--- src/rtl/relogio_param.sv ---
// relogio_param: BCD HH:MM:SS clock with prescaler, validated load, 12/24h one-hot display.
// Define RELOGIO_ALARM_EN to add the hh:mm alarm comparator (AL_set, AL_ack, alarm).
module relogio_param #(
  parameter int TICK_DIV = 50_000_000,
  parameter int DIV_W    = 26
) (
  input  logic       clk,
  input  logic       reset,
  input  logic       run,
  input  logic       mode_12h,
  input  logic       LD_time,
  input  logic [1:0] H_in1,
  input  logic [3:0] H_in0,
  input  logic [3:0] M_in1,
  input  logic [3:0] M_in0,
  input  logic [3:0] S_in1,
  input  logic [3:0] S_in0,
`ifdef RELOGIO_ALARM_EN
  input  logic       AL_set,
  input  logic       AL_ack,
  output logic       alarm,
`endif
  output logic [9:0] H_out1,
  output logic [9:0] H_out0,
  output logic [9:0] M_out1,
  output logic [9:0] M_out0,
  output logic [9:0] S_out1,
  output logic [9:0] S_out0,
  output logic       pm,
  output logic       sec_tick,
  output logic       day_tick,
  output logic       ld_err
);
  logic [DIV_W-1:0] r_div;
  logic [1:0] r_h1;
  logic [3:0] r_h0, r_m1, r_m0, r_s1, r_s0;
  logic r_sec_tick, r_day_tick, r_ld_err;
  logic w_tick, w_hm_ok, w_ld_ok, w_ld, w_s_wrap, w_m_wrap, w_h_wrap, w_hinc;
  logic [1:0] w_nh1;
  logic [3:0] w_nh0, w_nm1, w_nm0, w_ns1, w_ns0, w_hd1, w_hd0;
  logic [4:0] w_hb, w_hd;
  assign w_tick   = run && (r_div == DIV_W'(TICK_DIV - 1));
  assign w_hm_ok  = (H_in0 <= 4'd9) && ((H_in1 < 2'd2) || (H_in1 == 2'd2 && H_in0 <= 4'd3))
                 && (M_in1 <= 4'd5) && (M_in0 <= 4'd9);
  assign w_ld_ok  = w_hm_ok && (S_in1 <= 4'd5) && (S_in0 <= 4'd9);
  assign w_ld     = LD_time && w_ld_ok;
  assign w_s_wrap = (r_s1 == 4'd5) && (r_s0 == 4'd9);
  assign w_m_wrap = (r_m1 == 4'd5) && (r_m0 == 4'd9);
  assign w_h_wrap = (r_h1 == 2'd2) && (r_h0 == 4'd3);
  assign w_hinc   = w_s_wrap && w_m_wrap;
  always_comb begin
    w_ns0 = (r_s0 == 4'd9) ? 4'd0 : r_s0 + 4'd1;
    w_ns1 = (r_s0 != 4'd9) ? r_s1 : (r_s1 == 4'd5) ? 4'd0 : r_s1 + 4'd1;
    w_nm0 = !w_s_wrap ? r_m0 : (r_m0 == 4'd9) ? 4'd0 : r_m0 + 4'd1;
    w_nm1 = !(w_s_wrap && r_m0 == 4'd9) ? r_m1 : (r_m1 == 4'd5) ? 4'd0 : r_m1 + 4'd1;
    w_nh0 = !w_hinc ? r_h0 : (w_h_wrap || r_h0 == 4'd9) ? 4'd0 : r_h0 + 4'd1;
    w_nh1 = !w_hinc ? r_h1 : w_h_wrap ? 2'd0 : (r_h0 == 4'd9) ? r_h1 + 2'd1 : r_h1;
  end
  always_ff @(posedge clk or negedge reset) begin
    if (!reset) begin
      r_div <= '0;
      r_h1 <= '0;
      r_h0 <= '0;
      r_m1 <= '0;
      r_m0 <= '0;
      r_s1 <= '0;
      r_s0 <= '0;
      r_sec_tick <= 1'b0;
      r_day_tick <= 1'b0;
    end else begin
      r_sec_tick <= w_tick && !w_ld;
      r_day_tick <= w_tick && !w_ld && w_hinc && w_h_wrap;
      if (w_ld) begin
        r_div <= '0;
        r_h1 <= H_in1;
        r_h0 <= H_in0;
        r_m1 <= M_in1;
        r_m0 <= M_in0;
        r_s1 <= S_in1;
        r_s0 <= S_in0;
      end else if (run) begin
        r_div <= w_tick ? '0 : r_div + 1'b1;
        if (w_tick) begin
          r_h1 <= w_nh1;
          r_h0 <= w_nh0;
          r_m1 <= w_nm1;
          r_m0 <= w_nm0;
          r_s1 <= w_ns1;
          r_s0 <= w_ns0;
        end
      end
    end
  end
`ifdef RELOGIO_ALARM_EN
  logic [1:0] r_al_h1;
  logic [3:0] r_al_h0, r_al_m1, r_al_m0;
  logic r_al_armed, r_alarm, w_al_hit;
  assign w_al_hit = w_tick && !w_ld && r_al_armed && w_ns1 == 4'd0 && w_ns0 == 4'd0
                 && {w_nh1, w_nh0, w_nm1, w_nm0} == {r_al_h1, r_al_h0, r_al_m1, r_al_m0};
  always_ff @(posedge clk or negedge reset) begin
    if (!reset) begin
      r_al_h1 <= '0;
      r_al_h0 <= '0;
      r_al_m1 <= '0;
      r_al_m0 <= '0;
      r_al_armed <= 1'b0;
      r_alarm <= 1'b0;
      r_ld_err <= 1'b0;
    end else begin
      r_ld_err <= (LD_time && !w_ld_ok) || (AL_set && !w_hm_ok);
      if (AL_ack) r_al_armed <= 1'b0;
      if (AL_set && w_hm_ok) begin
        r_al_h1 <= H_in1;
        r_al_h0 <= H_in0;
        r_al_m1 <= M_in1;
        r_al_m0 <= M_in0;
        r_al_armed <= 1'b1;
      end
      // the raising tick is itself a minute end, so raise outranks the minute-end clear
      r_alarm <= AL_ack ? 1'b0 : w_al_hit ? 1'b1 : (w_tick && !w_ld && w_s_wrap) ? 1'b0 : r_alarm;
    end
  end
  assign alarm = r_alarm;
`else
  always_ff @(posedge clk or negedge reset) begin
    if (!reset) r_ld_err <= 1'b0;
    else r_ld_err <= LD_time && !w_ld_ok;
  end
`endif
  assign w_hb = 5'(r_h1) * 5'd10 + 5'(r_h0);
  assign w_hd = !mode_12h ? w_hb : (w_hb == 5'd0) ? 5'd12 : (w_hb > 5'd12) ? w_hb - 5'd12 : w_hb;
  assign w_hd1 = (w_hd >= 5'd20) ? 4'd2 : (w_hd >= 5'd10) ? 4'd1 : 4'd0;
  assign w_hd0 = (w_hd >= 5'd20) ? 4'(w_hd - 5'd20) : (w_hd >= 5'd10) ? 4'(w_hd - 5'd10) : 4'(w_hd);
  assign H_out1   = 10'd1 << w_hd1;
  assign H_out0   = 10'd1 << w_hd0;
  assign M_out1   = 10'd1 << r_m1;
  assign M_out0   = 10'd1 << r_m0;
  assign S_out1   = 10'd1 << r_s1;
  assign S_out0   = 10'd1 << r_s0;
  assign pm       = w_hb >= 5'd12;
  assign sec_tick = r_sec_tick;
  assign day_tick = r_day_tick;
  assign ld_err   = r_ld_err;
endmodule
--- config.mk ---
export PLATFORM = sky130hd
export DESIGN_NAME = relogio_param
export DESIGN_NICKNAME = d
export VERILOG_FILES = /design/src/rtl/relogio_param.sv
export SDC_FILE = /design/constraint.sdc
export NUM_CORES = 1
export LEC_CHECK = 0
export BUFFER_PORTS_ARGS = -buffer_cell sky130_fd_sc_hd__buf_4
export CORE_AREA = 3 3 85 104
export DETAILED_ROUTE_END_ITERATION = 10
export DIE_AREA = 0 0 88 107
export PLACE_DENSITY = 0.87
export SLEW_MARGIN = 20
export SYNTH_ARGS = -nofsm -noshare
export SYNTH_HDL_FRONTEND = slang
export SYNTH_SLANG_ARGS = --single-unit
export TNS_END_PERCENT = 100
--- constraint.sdc ---
create_clock -name clk -period 4.9 [get_ports clk]
set_input_delay 0.98 -clock clk [delete_from_list [all_inputs] [get_ports clk]]
set_output_delay 0.98 -clock clk [all_outputs]
set_load 0.1 [all_outputs]
==> impl_metrics.yaml, run 1 <==
detailed_routing:
  drt-pass1-iter-count: 4
  ant_nets: 0
  avgViaCountPerCell: 5.88
  dr.first_iter.drc_count: 286
  num_vias: 3885
  routed_wl_mm: 10.8
  wl_per_cell_um: 16.3
  drc: 0
die:
  initial_core_util_pct: 49.4
  design.core.area_sq_um: 7970
  die_area_sq_um: 9420
  die_w_um: 88
  row_count: 36
  ioPinCount: 91
  die_h_um: 107
synthesis:
  synthArstFlopShare_pct: 100
  syn_area_sq_um: 3940
  avgSynthCellArea_sq_um: 8.25
  synth_compound_area_share_pct: 15.5
  ys.flop_type: "dfrtp_1"
  synth_fa_ha_area_share_pct: 6.23
  synth-seq-cells: 51
  synth_top_family_by_area: "simple AND/OR/NAND/NOR gates"
  seq_area_frac_synth_pct: 32.4
  netlist_instances: 477
  muxShareOfSynthArea_pct: 1.59
  synth-edff-count: 0
  synth_xor_area_share_pct: 6.68
  synth_warnings: 0
  synthSimpleGateAreaFrac_pct: 31.4
  synth_cell_type_count: 69
clock_network:
  htreeDepth: 2
  clkLatencyLatePin_ns: 0.31
  clkTransAtPathRegs_ns: 0.09
  cts_max_path_buffers: 2
  root_buffer: "clkbuf_8"
  cts_tree: "done"
  numCtsBuffers: 5
  cts_num_sinks: 51
placed_design:
  gp_congestion: 0.868
  dp_cells: 636
  hpwl_mm: 7.47
  dpl_worst_slack_ns: -0.0303
  port_buffers: 83
power_and_ir_drop:
  vdd_ir_drop_max_uv: 423
  p_leak_nw: 2.42
  p_per_area_nw_per_um2: 428
critical_path:
  critPathMaxFanout: 4
  crit_arrival_ns: 4.08
  critPathLaunchType: "register"
  end_kind: "primary output"
  path_class: "register to primary output"
  crit_required_ns: 3.92
job:
  cap_violations: 0
sta:
  min_period_over_period_pct: 103
  finalMaxSlewViolations: 0
  fin_worst_skew_ns: 0.00841
  fmax_ghz: 0.198
  worstMarginPinSlew_ns: 0.684
  min_period_ns: 5.06
  rsz0062_at_grt: "yes"
  fin_ws_ns: -0.162
  finalHoldViolations: 0
  slew-limit-headroom_pct: 54.3
  setup_viol: 10
cells_and_area:
  instances_no_fill: 661
  area_delta_synth_final_pct: 34.3
  drive_gt1_share_pct: 29.3
  layout.nets: 612
  antenna_cells: 0
global_route:
  grt_pass1_wl_mm: 17.8
  gr-total-overflow: 0
  grt_max_degree: 52
  grt_antenna_before_repair: 0
  grt_pass1_vias: 3842
  grt.total_usage_pct: 23.3
hold_path:
  min_path_type: "register to register"
outcome:
  status: "complete, but fails checks"
  violations: "negative setup slack"
-- cell families (layout without fill, tap and decap cells) --
family / after synthesis / in the layout
compound gates: 90 / 91
xor+xnor: 30 / 30
fa+ha+maj: 19 / 19
buf+inv: 51 / 133
flops: 51 / 51
mux: 6 / 6
other cells: 1 / 7
simple gates: 229 / 229
-- synth_stat cells, types with 4 or more instances --
master    number  share of area [%]
xnor2_1       10                2.2
nand3b_1       4               0.76
nand2_1       30                2.9
buf_2          4               0.51
ha_1          18                5.7
mux2i_1        4                1.0
nand2b_1      13                2.1
and3_1        19                3.0
and4_1         4               0.89
nand4_1       15                2.4
buf_4          7                1.3
clkbuf_1      22                2.1
a21oi_1       20                2.5
o21ai_0       22                2.8
and2_1         6               0.95
nor2_1        66                6.3
nor4_1         8                1.3
xor2_1        20                4.5
nor2b_1       12                1.9
a211oi_1      16                3.1
inv_1         15                1.4
nor3_1        15                1.9
dfrtp_1       51                 32
nand3_1       14                1.8
nor3b_1        5               0.95
-- critical path, cell delays in order, from the launching register on --
cell	delay (ns)
dfrtp_1	0.39
ha_2	0.21
fa_2	0.38
xor2_4	0.18
inv_2	0.09
ha_4	0.14
nor2_2	0.04
o311ai_1	0.24
or4b_4	0.50
and2_4	0.18
ha_4	0.16
a21oi_4	0.23
a211oi_4	0.11
nand4b_1	0.32
a211oi_4	0.37
buf_12	0.21
-- metal layers --
layer	up-vias	GRT usage (%)	share of wire (%)
met3	34	3.31	5.6
met5	-	0	0
met1	1854	27.4	38
met2	143	41.2	53
met4	0	10.3	3.6
li1	1854	-	-
-- where the power goes --
part	leakage (nW)	switching [mW]	total, mW	internal [mW]
registers	0.663	0.113	0.595	0.482
clock network	0.0502	0.142	0.292	0.149
logic	1.70	0.914	1.37	0.459
-- registers in the layout, indices dropped and copies added, names as in the netlist --
register and cells:
r_s1 4, r_h1 2, r_div 26, day_tick 1, r_h0 4, r_m1 4
r_m0 4, sec_tick 1, ld_err 1, r_s0 4
-- cell usage in the layout, fill, tap and decap left out, types with 3 or more instances in the layout --
cell type,Yosys,final
a211oi_1,16,6
a211oi_4,1,12
a21oi_1,20,19
and2_1,6,6
and3_1,19,19
buf_12,0,11
buf_4,7,99
clkbuf_8,0,5
conb_1,1,7
dfrtp_1,51,51
ha_1,18,12
ha_4,0,4
inv_1,15,12
inv_2,0,3
mux2i_1,4,4
nand2_1,30,29
nand2b_1,13,13
nand3_1,14,14
nand3b_1,4,4
nand4_1,15,15
nand4b_1,3,3
nor2_1,66,64
nor2b_1,12,12
nor3_1,15,15
nor3b_1,5,4
nor4_1,8,8
o211ai_1,3,3
o21ai_0,22,22
xnor2_1,10,10
xor2_1,20,19
-- path summary, 6_finish.rpt --
check                             to       from  depth (start not counted)  slack [ns]
max in group asynchronous    r_m0[0]      reset                          1        3.79
min reg2reg                r_div[15]  r_div[15]                          2        0.56
min in group asynchronous  r_div[15]      reset                          1        0.69
max reg2reg                  r_h0[0]  r_div[10]                          7        2.39
max                        H_out0[3]    r_h1[0]                         15       -0.16
min                        r_div[15]  r_div[15]                          2        0.56
-- metrics by stage --
step	TNS (ns)	util [%]	total power [mW]	cell area (sq um)	hold WS, ns
after global routing	-2.42	66.3	2.37	5290	0.587
after global placement	0	60.4	1.75	4810	0.518
final	-0.978	66.3	2.26	5290	0.561
after floorplan	-2.14	-	1.57	4160	0.497
after CTS	-0.528	65.1	2.21	5190	0.562
after detailed placement	-0.0845	60.4	1.79	4810	0.533
-- timing repair --
action	in CTS	in global routing
setup endpoints to repair	10	10
pin swaps	12	14
hold buffers	0	0
gates resized for setup	43	10
buffers inserted	11	6
gates cloned	1	0
-- layout make-up --
class,instances,area (sq um)
multi-input combinational,382,2750
fill,623,2690
sequential,51,1280
timing repair buffer,111,975
tap,95,119
clock buffer,5,68.8
inverter,15,56.3
clock inverter,2,37.5
No activity file was read; power rests on OpenSTA's default activity.
==> inputs of run 2 (changes only) <==
--- a/config.mk
+++ b/config.mk
@@ -10,6 +10,7 @@
 export DETAILED_ROUTE_END_ITERATION = 10
 export DIE_AREA = 0 0 88 107
 export PLACE_DENSITY = 0.87
+export RECOVER_POWER = 50
 export SLEW_MARGIN = 20
 export SYNTH_ARGS = -nofsm -noshare
 export SYNTH_HDL_FRONTEND = slang
==> impl_metrics.yaml, run 2 (synthesis results as in run 1) <==
outcome:
  status: "complete, but fails checks"
  violations: "max-capacitance violations, max-slew violations, negative setup slack"
cells_and_area:
  layout.nets: 612
  final_cell_mix: "buf_4, nor2_1, dfrtp_1"
  drive_gt1_share_pct: 27.0
  area_delta_synth_final_pct: 32.8
  layout_commonest_cell: "buf_4"
  largest_reg_flops: 26
  largest-register: "r_div"
  post-route-util_pct: 65.5
  antenna_cells: 0
clock_network:
  clkTransAtPathRegs_ns: 0.09
  cts_max_path_buffers: 2
  cts_tree: "done"
  cts_num_sinks: 51
  numCtsBuffers: 5
  root_buffer: "clkbuf_8"
  clkLatencyLatePin_ns: 0.31
  htreeDepth: 2
  cts_hold_buffers: 0
critical_path:
  max_stage_delay_ns: 0.50
  path_class: "register to primary output"
  r2r_slack_ns: 1.77
  crit_buf_inv: 2
  end_kind: "primary output"
  crit_slowest_cell: "or4b_4"
  critPathLaunchType: "register"
  critPathMaxFanout: 4
  critPathTopFamily: "simple AND/OR/NAND/NOR gates"
  worstPathCellList: "ha_2 -> fa_2 -> xor2_4 -> inv_2 -> ha_4 -> nor2_2 -> o311ai_1 -> or4b_4 -> and2_4 -> ha_4 -> a21oi_4 -> a211oi_4 -> nand4b_1 -> a211oi_4 -> buf_12"
  crit_arrival_ns: 4.07
  crit_required_ns: 3.92
global_route:
  gr-total-overflow: 0
  grt_pass1_vias: 3842
  grt_pass1_wl_mm: 17.8
  grt_antenna_before_repair: 0
  grt_max_degree: 52
  grt.total_usage_pct: 23.3
sta:
  finalHoldViolations: 0
  worstMarginPinSlew_ns: 2.76
  min_period_over_period_pct: 103
  fmax_ghz: 0.198
  whs_ns: 0.564
  finalMaxSlewViolations: 52
  setup_viol: 10
  rsz0062_at_grt: "yes"
  fin_worst_skew_ns: 0.00682
  slew-limit-headroom_pct: -84.1
  min_period_ns: 5.05
  fin_ws_ns: -0.151
die:
  design.core.area_sq_um: 7970
  initial_core_util_pct: 49.4
  die_h_um: 107
  row_count: 36
  die_w_um: 88
  die_area_sq_um: 9420
  ioPinCount: 91
detailed_routing:
  avgViaCountPerCell: 5.93
  drt-pass1-iter-count: 5
  wl_per_cell_um: 16.5
  ant_nets: 0
  routed_wl_mm: 10.9
  drc: 0
  dr.first_iter.drc_count: 257
  num_vias: 3920
placed_design:
  hpwl_mm: 7.47
  gp_congestion: 0.868
  port_buffers: 83
power_and_ir_drop:
  p_per_area_nw_per_um2: 432
  p_leak_nw: 2.35
  vdd_ir_drop_max_uv: 423
job:
  cap_violations: 1
hold_path:
  min_path_type: "register to register"
==> run 2: final timing paths <==
check                                from   endpoint  cells after the start
worst max-delay path              r_h1[0]  H_out0[3]                     15
worst min-delay path            r_div[15]  r_div[15]                      2
worst max register to register   r_div[9]    r_h0[2]                      7
worst min register to register  r_div[15]  r_div[15]                      2
max in group asynchronous           reset    r_m0[2]                      1
min in group asynchronous           reset  r_div[15]                      1
==> run 2: area by class of cell <==
| class | count | area [sq um] |
|---|---|---|
| inverter | 15 | 56.3 |
| fill | 632 | 2750 |
| multi-input combinational | 382 | 2730 |
| clock inverter | 2 | 37.5 |
| sequential | 51 | 1280 |
| timing repair buffer | 111 | 933 |
| clock buffer | 5 | 68.8 |
| tap | 95 | 119 |
==> run 2: through the flow <==
stage / worst slack, ns / setup TNS (ns) / power (mW) / instances / instance area (sq um)
floorplan: -0.228 / -2.14 / 1.57 / 483 / 4160
global placement: 0.115 / 0 / 1.75 / 636 / 4810
detailed placement: -0.0303 / -0.0845 / 1.79 / 636 / 4810
CTS: -0.0919 / -0.528 / 2.21 / 655 / 5190
global route: -0.311 / -2.42 / 2.36 / 661 / 5220
finish: -0.151 / -0.894 / 2.25 / 661 / 5220
==> run 2: power by group <==
group	switching, mW	internal, mW	total (mW)
Sequential	0.112	0.482	0.594
Clock	0.141	0.149	0.291
Combinational	0.915	0.454	1.37
==> run 2: worst reg2reg max path, cell delays in order, from the launching register on <==
cell	delay (ns)
dfrtp_1	0.43
nor4_1	0.30
nand3_1	0.16
nor4_1	1.07
and2_0	0.43
a21oi_1	0.25
o21ai_0	0.24
o21ai_0	0.12
==> run 2: per-layer routing <==
layer	routed length, um	GRT usage (%)	vias to the layer above
met4	396	10.3	0
met3	577	3.31	34
met2	5760	41.2	141
met5	0	0	-
li1	-	-	1855
met1	4150	27.4	1890
==> run 2: repair_timing <==
action	CTS	global route
hold endpoints to repair	0	0
setup endpoints to repair	10	10
cloned	1	0
pin swaps	12	14
resized for setup	43	10
buffers inserted	11	6
==> inputs of run 3 (changes only) <==
--- a/config.mk
+++ b/config.mk
@@ -9,8 +9,9 @@
 export CORE_AREA = 3 3 85 104
 export DETAILED_ROUTE_END_ITERATION = 10
 export DIE_AREA = 0 0 88 107
+export MAX_ROUTING_LAYER = met4
 export PLACE_DENSITY = 0.87
-export RECOVER_POWER = 50
+export RECOVER_POWER = 25
 export SLEW_MARGIN = 20
 export SYNTH_ARGS = -nofsm -noshare
 export SYNTH_HDL_FRONTEND = slang
==> impl_metrics.yaml, run 3 (synthesis results as in run 1) <==
power_and_ir_drop:
  p_leak_nw: 2.41
  power_mw: 2.26
  vdd_ir_drop_max_uv: 427
  p_per_area_nw_per_um2: 428
die:
  design.core.area_sq_um: 7970
  ioPinCount: 91
  die_area_sq_um: 9420
  die_h_um: 107
  row_count: 36
  die_w_um: 88
  initial_core_util_pct: 49.4
cells_and_area:
  nFillCells: 621
  drive_gt1_share_pct: 29.3
  antenna_cells: 0
  final_cell_mix: "buf_4, nor2_1, dfrtp_1"
  layout_commonest_cell: "buf_4"
  layout.nets: 612
  area_delta_synth_final_pct: 34.4
  largest_reg_flops: 26
  post-route-util_pct: 66.4
  largest-register: "r_div"
sta:
  tns_ns: -0.825
  fin_ws_ns: -0.143
  setup_viol: 10
  fmax_ghz: 0.198
  worstMarginPinSlew_ns: 2.73
  rsz0062_at_grt: "yes"
  fin_worst_skew_ns: 0.00759
  slew-limit-headroom_pct: -82.0
  min_period_ns: 5.04
  min_period_over_period_pct: 103
  finalHoldViolations: 0
  finalMaxSlewViolations: 52
outcome:
  violations: "max-capacitance violations, max-slew violations, negative setup slack"
  status: "complete, but fails checks"
critical_path:
  critPathMaxFanout: 4
  crit_arrival_ns: 4.06
  r2r_end: "r_h0[2]"
  reg2regPathDepth: 7
  r2r_slack_ns: 2.40
  r2r-start: "r_div[9]"
  end_kind: "primary output"
  critPathLaunchType: "register"
  path_class: "register to primary output"
  crit_required_ns: 3.92
clock_network:
  clkLatencyLatePin_ns: 0.31
  cts_num_sinks: 51
  clkTransAtPathRegs_ns: 0.09
  numCtsBuffers: 5
  cts_max_path_buffers: 2
  cts_tree: "done"
  root_buffer: "clkbuf_8"
  htreeDepth: 2
job:
  cap_violations: 1
detailed_routing:
  num_vias: 3904
  drt-pass1-iter-count: 4
  ant_nets: 0
  avgViaCountPerCell: 5.91
  dr.first_iter.drc_count: 239
  drc: 0
  routed_wl_mm: 10.9
  wl_per_cell_um: 16.4
global_route:
  gr-total-overflow: 0
  grt_pass1_vias: 3844
  grt_pass1_wl_mm: 17.7
  grt_antenna_before_repair: 0
  grt_max_degree: 52
  grt.total_usage_pct: 23.8
hold_path:
  holdPathEnd: "r_div[15]"
  hold_depth: 2
  min_path_type: "register to register"
  hp-start: "r_div[15]"
placed_design:
  hpwl_mm: 7.47
  gp_congestion: 0.882
  port_buffers: 83
-- run 3: worst max-delay path: stages, from the launching register on --
cell and delay [ns]:
dfrtp_1 0.39, ha_2 0.20, fa_2 0.38, xor2_4 0.18
inv_2 0.09, ha_4 0.14, nor2_2 0.04, o311ai_1 0.24
or4b_4 0.50, and2_4 0.18, ha_4 0.16, a21oi_4 0.22
a211oi_4 0.11, nand4b_1 0.32, a211oi_4 0.38, buf_12 0.21
-- run 3: routing by layer --
metal,global-route usage [%],vias to the layer above,share of wire [%]
met5,-,-,0
met3,2.61,27,5.0
met4,10.3,0,2.9
met1,27.7,1887,39
li1,-,1854,-
met2,41.1,136,53
-- run 3: worst max path at each step --
| stage | slack (ns) | cells past startpoint | endpoint | from |
|---|---|---|---|---|
| global route | -0.29 | 15 | H_out0[3] | r_h1[0] |
| floorplan | -0.23 | 15 | H_out0[0] | r_h1[0] |
| detailed placement | -0.03 | 14 | H_out0[3] | r_h0[1] |
| CTS | -0.09 | 14 | H_out0[3] | r_h1[0] |
| finish | -0.14 | 15 | H_out0[3] | r_h1[0] |
| global placement | 0.12 | 14 | H_out0[1] | r_h0[1] |
-- run 3: where the power goes --
part,switching [mW],total [mW],internal (mW),leakage (nW)
Clock,0.142,0.291,0.149,0.0502
Combinational,0.918,1.38,0.462,1.70
Sequential,0.113,0.595,0.482,0.663
Total,1.17,2.26,1.09,2.41
-- run 3: stage by stage --
step,setup WS [ns],hold WS (ns),area (sq um),std cells
2_1_floorplan,-0.228,0.497,4160,483
3_3_place_gp,0.115,0.518,4810,636
3_5_place_dp,-0.0303,0.533,4810,636
4_1_cts,-0.0919,0.562,5190,655
5_1_grt,-0.294,0.587,5290,661
6_report,-0.143,0.561,5290,661
-- run 3: cell type report --
type,count,area (sq um),share of cell area [%]
Clock buffer,5,68.8,1.30
Clock inverter,2,37.5,0.710
Inverter,15,56.3,1.06
Multi-Input combinational cell,382,2760,52.1
Sequential cell,51,1280,24.1
Tap cell,95,119,2.25
Timing Repair Buffer,111,975,18.4
-- run 3: what timing repair did --
| action | 4_1_cts | 5_1_grt |
|---|---|---|
| pin swaps | 12 | 17 |
| buffers inserted | 11 | 7 |
| hold buffers | 0 | 0 |
| resized for setup | 43 | 12 |
| setup endpoints to repair | 10 | 10 |
| cloned | 1 | 0 |
